File: src/rtl/lod_scan_sequencer.sv
// Multi-cycle leading-zero counter for wide quire/accumulator words: scans one
// C_W-bit chunk per cycle, MSB chunk first, through a C_W-wide LOD.

module lod_chunk #(
  parameter int W = 64,
  localparam int CW = $clog2(W)
) (
  input  logic [W-1:0]  din,
  output logic [CW-1:0] cnt,
  output logic          vld
);
  // Ascending scan so the highest set bit wins; cnt=0 means din[W-1] is set.
  always_comb begin
    cnt = '0;
    vld = 1'b0;
    for (int i = 0; i < W; i++) begin
      if (din[i]) begin
        cnt = CW'(W - 1 - i);
        vld = 1'b1;
      end
    end
  end
endmodule

module lod_scan_sequencer #(
  parameter int C_N = 512,
  parameter int C_W = 64,
  localparam int C_CHUNKS = C_N / C_W,
  localparam int C_LZW = $clog2(C_N) + 1
) (
  input  logic             clk,
  input  logic             rst,
  input  logic             flush,
  input  logic             s_valid,
  output logic             s_ready,
  input  logic [C_N-1:0]   s_data,
  output logic             m_valid,
  input  logic             m_ready,
  output logic [C_LZW-1:0] m_lzc,
  output logic             m_zero,
  output logic             busy
);
  localparam int WB   = $clog2(C_W);
  localparam int IDXW = (C_CHUNKS > 1) ? $clog2(C_CHUNKS) : 1;
  localparam logic [IDXW-1:0] LAST = IDXW'(C_CHUNKS - 1);

  typedef enum logic [1:0] {IDLE, SCAN, DONE} state_t;

  state_t          state;
  logic [IDXW-1:0] idx;
  logic [C_N-1:0]  data_q;
  logic [C_N-1:0]  shifted;
  logic [C_W-1:0]  chunk;
  logic [WB-1:0]   lod_cnt;
  logic            lod_vld;

  // idx*C_W is just idx with WB zero bits appended.
  assign shifted = data_q << {idx, {WB{1'b0}}};
  assign chunk   = shifted[C_N-1 -: C_W];

  lod_chunk #(.W(C_W)) u_lod (
    .din (chunk),
    .cnt (lod_cnt),
    .vld (lod_vld)
  );

  assign s_ready = (state == IDLE) && !flush && !rst;
  assign busy    = (state != IDLE);

  always_ff @(posedge clk or posedge rst) begin
    if (rst) begin
      state   <= IDLE;
      idx     <= '0;
      data_q  <= '0;
      m_valid <= 1'b0;
      m_lzc   <= '0;
      m_zero  <= 1'b0;
    end else if (flush) begin
      // Abort drops any in-flight word; the last result fields are kept.
      state   <= IDLE;
      m_valid <= 1'b0;
    end else begin
      case (state)
        IDLE: begin
          if (s_valid) begin
            data_q <= s_data;
            idx    <= '0;
            state  <= SCAN;
          end
        end
        SCAN: begin
          if (lod_vld) begin
            m_lzc   <= C_LZW'({idx, lod_cnt});
            m_zero  <= 1'b0;
            m_valid <= 1'b1;
            state   <= DONE;
          end else if (idx == LAST) begin
            m_lzc   <= C_LZW'(C_N);
            m_zero  <= 1'b1;
            m_valid <= 1'b1;
            state   <= DONE;
          end else begin
            idx <= idx + IDXW'(1);
          end
        end
        DONE: begin
          if (m_ready) begin
            m_valid <= 1'b0;
            state   <= IDLE;
          end
        end
        default: state <= IDLE;
      endcase
    end
  end
endmodule

File: config.mk
export PLATFORM = sky130hd
export DESIGN_NAME = lod_scan_sequencer
export DESIGN_NICKNAME = d
export VERILOG_FILES = /design/src/rtl/lod_scan_sequencer.sv
export SDC_FILE = /design/constraint.sdc
export NUM_CORES = 1
export LEC_CHECK = 0
export BUFFER_PORTS_ARGS = -buffer_cell sky130_fd_sc_hd__buf_4
export CAP_MARGIN = 20
export CORE_MARGIN = 5
export CORE_UTILIZATION = 48
export DETAILED_ROUTE_END_ITERATION = 8
export GPL_ROUTABILITY_DRIVEN = 1
export PLACE_DENSITY = 0.71
export REMOVE_ABC_BUFFERS = 1
export SLEW_MARGIN = 20
export SYNTH_ARGS = -nofsm -noshare
export SYNTH_HDL_FRONTEND = slang
export SYNTH_SLANG_ARGS = --single-unit
File: constraint.sdc
create_clock -name clk -period 24.5 [get_ports clk]
set_clock_uncertainty 0.1 [all_clocks]
set_input_delay 3.675 -clock clk [delete_from_list [all_inputs] [get_ports clk]]
set_output_delay 3.675 -clock clk [all_outputs]
set_load 0.01 [all_outputs]
**After elaboration in Yosys (flattened, before gate mapping)**

Cells that the tools add are included.

- Register bits: 529
- Input bits: 517
- Output and inout bits: 14
- Logic and storage cells: 178

- $add $sub $neg: 1
- Equal/unequal tests: 9
- Shift operators: 1
- Mux-type cells: 146
- Bitwise operators: 1
- Reduce and logical (&&, ||, !) cells: 14

Operator list:

| operator | number |
|---|---|
| 512-bit by 9-bit left shift with 512-bit output | 1 |
| 6-bit 2-to-1 mux | 64 |
| 1-bit 2-to-1 mux | 69 |
| 10-bit 2-to-1 mux | 2 |
| 3-bit AND reduction | 4 |
| 2-bit 2-to-1 mux | 5 |
| 3-bit 2-to-1 mux | 3 |
| 2-bit != test (second input constant) | 3 |
| 3-bit != test (second input constant) | 2 |
| 2-bit one-hot mux with 3 select lines | 1 |
| 3-bit one-hot mux with 2 select lines | 1 |
| 2-bit nonzero test | 3 |
| 5-bit AND reduction | 1 |
| 4-bit != test (second input constant) | 1 |
| 3-bit by 1-bit adder with 3-bit output (second input constant) | 1 |
| 3-bit equality test (second input constant) | 1 |
| 3-bit nonzero test | 1 |
| 2-bit by 1-bit equality test with 1-bit output (second input constant) | 1 |
| 2-bit equality test (second input constant) | 1 |
| 1-bit logical AND | 2 |
| 1-bit logical NOT | 2 |
| 2-bit logical NOT | 1 |
| 1-bit one-hot mux with 2 select lines | 1 |
| 1-bit inverter | 1 |

**Logic depth before layout (Yosys ltp)**

- Depth in word-level cells: 68
- Mapped depth: 16
- Mapped depth without buffers: 8

**Modules after synthesis**

A second synthesis with hierarchy kept.

- Cells, all modules: 2590
- Area total of the unflattened synthesis: 24553.5 um^2

By module, submodules not included:

| module | times used | cells each | area each (um^2) | sequential area each (um^2) |
|---|---|---|---|---|
| lod_scan_sequencer | 1 | 2450 | 23790.3 | 13212.7 |
| lod_chunk | 1 | 140 | 763.2 | 0.0 |

**Least setup slack after synthesis**

No wires, ideal clock.

- Path kind: input-to-output
- Start: input flush
- End: output s_ready
- Arrival: 3976 ps
- Required time: 20725 ps
- Setup slack: 16749 ps
- Stages on the path: 1
- Buffers on the path: 0
- Cell sequence: nor3_1

- Longest elaborated chain between the ends: 3

RTL lines:

| item | RTL line | text |
|---|---|---|
| from (decl) | 33 | `input logic flush,` |
| 1-bit logical NOT | 67 | `assign s_ready = (state == IDLE) && !flush && !rst;` |
| 1-bit logical AND (2 in series) | 67 |  |
| to (decl) | 35 | `output logic s_ready,` |

Every way passes these cells.

**Worst setup path after layout**

Ends and elaborated chain as after synthesis.

==> impl_metrics.env <==
export IMPL_drtIter0Drc=1197
export IMPL_areaGrowthSynthToFinish_pct=24.5
export IMPL_hp_class="flip-flop to flip-flop"
export IMPL_drt_wirelength_per_cell_um=25.5
export IMPL_num_nets_final=2903
export IMPL_die_x_um=243
export IMPL_synth_edf_count=0
export IMPL_drive_above_1_share=0.539
export IMPL_slew_headroom=0.291
export IMPL_synth_top_area_frac=0.506
export IMPL_overflow=0
export IMPL_dr_pass1_iters=5
export IMPL_dpl_cell_area_um2=30500
export IMPL_antenna_found_initial=18
export IMPL_insertion_delay_ns=0.61
export IMPL_rsz0062_at_grt="false"
export IMPL_crit_fanout=5
export IMPL_fin_crit_sh=0.330
export IMPL_path_clk_slew_ns=0.06
export IMPL_start_util=0.485
export IMPL_leakage_uw=0.0136
export IMPL_coreArea_um2=53800
export IMPL_cts_hold_buffers=0
export IMPL_numClockSinks=528
export IMPL_yosysWarnings=0
export IMPL_ant_nets=0
export IMPL_ys_seq_area_frac=0.506
export IMPL_routed_wl_um=79900
export IMPL_post_cts_setup_buffers=0
export IMPL_cp_start_kind="input port"
export IMPL_synth_cell_types=78
export IMPL_powerDensity_nw_per_um2=79.4
export IMPL_grt_usage=0.265
export IMPL_cts_buffers=57
export IMPL_fin_crit_ns=8.08
export IMPL_dieArea_um2=59100
export IMPL_synth_seq_cells=528
export IMPL_row_count=85
export IMPL_synth_largest_area_cell="dfrtp_1"
export IMPL_worst_setup_path_end_kind="output pin"
export IMPL_worstSetupPathType="input port to output pin"
export IMPL_synth_top_family_by_area="multiplexers"
export IMPL_cpMostUsedCell="buf_4"
export IMPL_synthTopCellsByCount="mux2_2, dfrtp_1, mux2i_1"
export IMPL_pin_count=531
export IMPL_htreeDepth=2
export IMPL_irDropWorstVdd_mv=0.0561
export IMPL_maxCapViolations=0
export IMPL_final_area_um2=32500
export IMPL_arrival_ns=4.31
export IMPL_tritoncts="yes"
export IMPL_grt_max_degree=163
export IMPL_critPathBufInv=2
export IMPL_syn_mean_instance_area_um2=13.8
export IMPL_synth_compound_area_frac=0.0503
export IMPL_synthAdderAreaFrac=0.000959
export IMPL_max_freq_mhz=124
export IMPL_cts_resized=0
export IMPL_gp_congestion=0.860
export IMPL_die_h_um=243
export IMPL_synth_area_leaders="dfrtp_1, mux2_2, mux4_2, mux2i_1, nor2_1"
export IMPL_slowest_delay_ns=0.31
export IMPL_setup_viol=0
export IMPL_drcViolationCount=0
export IMPL_port_buffers=530
export IMPL_synth_flop_cell="dfrtp_1"
export IMPL_worst_slack_ns=16.42
export IMPL_vias_per_cell=5.83
export IMPL_synthCells=1892
export IMPL_yosysMostFrequentCell="mux2_2"
export IMPL_grt_pass1_vias=19304
export IMPL_whs_ns=0.400
export IMPL_crit_chain="buf_4 -> nor3_1 -> buf_4"
export IMPL_crit_family="buffers and inverters"
export IMPL_root_buffer="clkbuf_16"
export IMPL_critPathSlowestCell="nor3_1"
export IMPL_dp_hpwl_um=59200
export IMPL_hold_violations=0
export IMPL_grt_first_pass_wirelength_um=121000
export IMPL_cts_buffer_depth=3
export IMPL_synth_simple_area_share=0.0675
export IMPL_status="completed"
export IMPL_drv_slew=0
export IMPL_synthXorXnorAreaFrac=0
export IMPL_worst_pin_slew_ns=1.06
export IMPL_synthMuxAreaShare=0.347
export IMPL_fin_setup_tns_ns=0
export IMPL_required_ns=20.72
export IMPL_dp_slack_ns=16.37
export IMPL_async_flop_share=1.00
export IMPL_synth_area_um2=26100
export IMPL_vias=18288
[worst reg2reg max path, stage by stage (launching register included)]
cell       delay, ns
dfrtp_4         0.83
buf_12          0.67
buf_4           0.81
mux4_1          0.64
mux2i_1         0.56
nand2b_1        0.12
nand4bb_1       0.35
nor4b_4         0.40
nand4_2         0.23
nor3_2          0.30
mux2_1          0.36
[placed cells by master, fill, tap and decap left out, drive strengths merged, types with 4 or more instances in the layout]
master	Yosys	routed
dfrtp	528	528
and2	5	5
a21oi	37	37
or2	4	4
o211ai	7	7
buf	66	556
a211oi	39	39
nor2	85	85
clkbuf	57	91
o21a	4	4
mux4	89	89
diode	0	13
o31ai	5	5
o21ai	19	19
nand3	45	45
nand2b	8	8
nor3b	7	7
clkinv	0	9
nor2b	16	16
nor4b	6	6
nor3	55	55
or3b	6	6
inv	11	12
a22o	4	4
nor4	9	9
mux2i	94	94
o2111ai	7	7
mux2	540	540
nand4	11	11
a22oi	20	20
nand2	47	47
o311ai	6	6
[cell families (layout without fill, tap and decap cells)]
| group | after synthesis | after routing |
|---|---|---|
| other cells | 0 | 13 |
| fa+ha+maj | 2 | 2 |
| buf+inv | 134 | 672 |
| simple gates | 322 | 322 |
| flops | 528 | 528 |
| compound gates | 183 | 183 |
| mux | 723 | 723 |
[per-stage QoR]
stage	std cells	util	power [uW]
after detailed placement	3020	0.567	1720
after CTS	3125	0.602	2600
final	3139	0.604	2580
after global routing	3137	0.603	2700
after floorplan	1769	-	1610
after global placement	3020	0.567	1690
[power breakdown]
group / switching, uW / internal (uW) / total, uW
registers: 121 / 1050 / 1170
logic: 223 / 311 / 534
clock network: 355 / 517 / 873
[registers in the layout (all words and copies together) (netlist names)]
signal   cells
data_q     512
m_valid      1
state        2
idx          3
m_lzc       10
[path summary, 6_finish.rpt]
check | from | to | slack, ns | cells after the start
worst max-delay path | flush | s_ready | 16.42 | 3
worst min-delay path | data_q[393] | data_q[393] | 0.40 | 1
worst max register to register | idx[1] | idx[2] | 19.02 | 10
worst min register to register | data_q[393] | data_q[393] | 0.40 | 1
max in group asynchronous | rst | data_q[339] | 18.89 | 5
min in group asynchronous | rst | m_valid | 3.01 | 2
[per-layer routing]
layer / vias to the layer above / wire, um / global-route usage
met4: 12 / 2220 / 0.0753
met5: - / 88 / 0
met2: 589 / 39500 / 0.441
met3: 136 / 5230 / 0.0616
li1: 8153 / - / -
met1: 9398 / 32900 / 0.351
[layout make-up]
type	instances	area, um2
fillers	4227	21300
flip-flops and latches	528	13200
multi-input cells	1230	12200
repair buffers	556	4230
clock buffers	91	1750
well taps	696	871
clock inverters	14	159
inverters	11	48.8
diodes	13	32.5
Power figures use the tool's default switching activity.
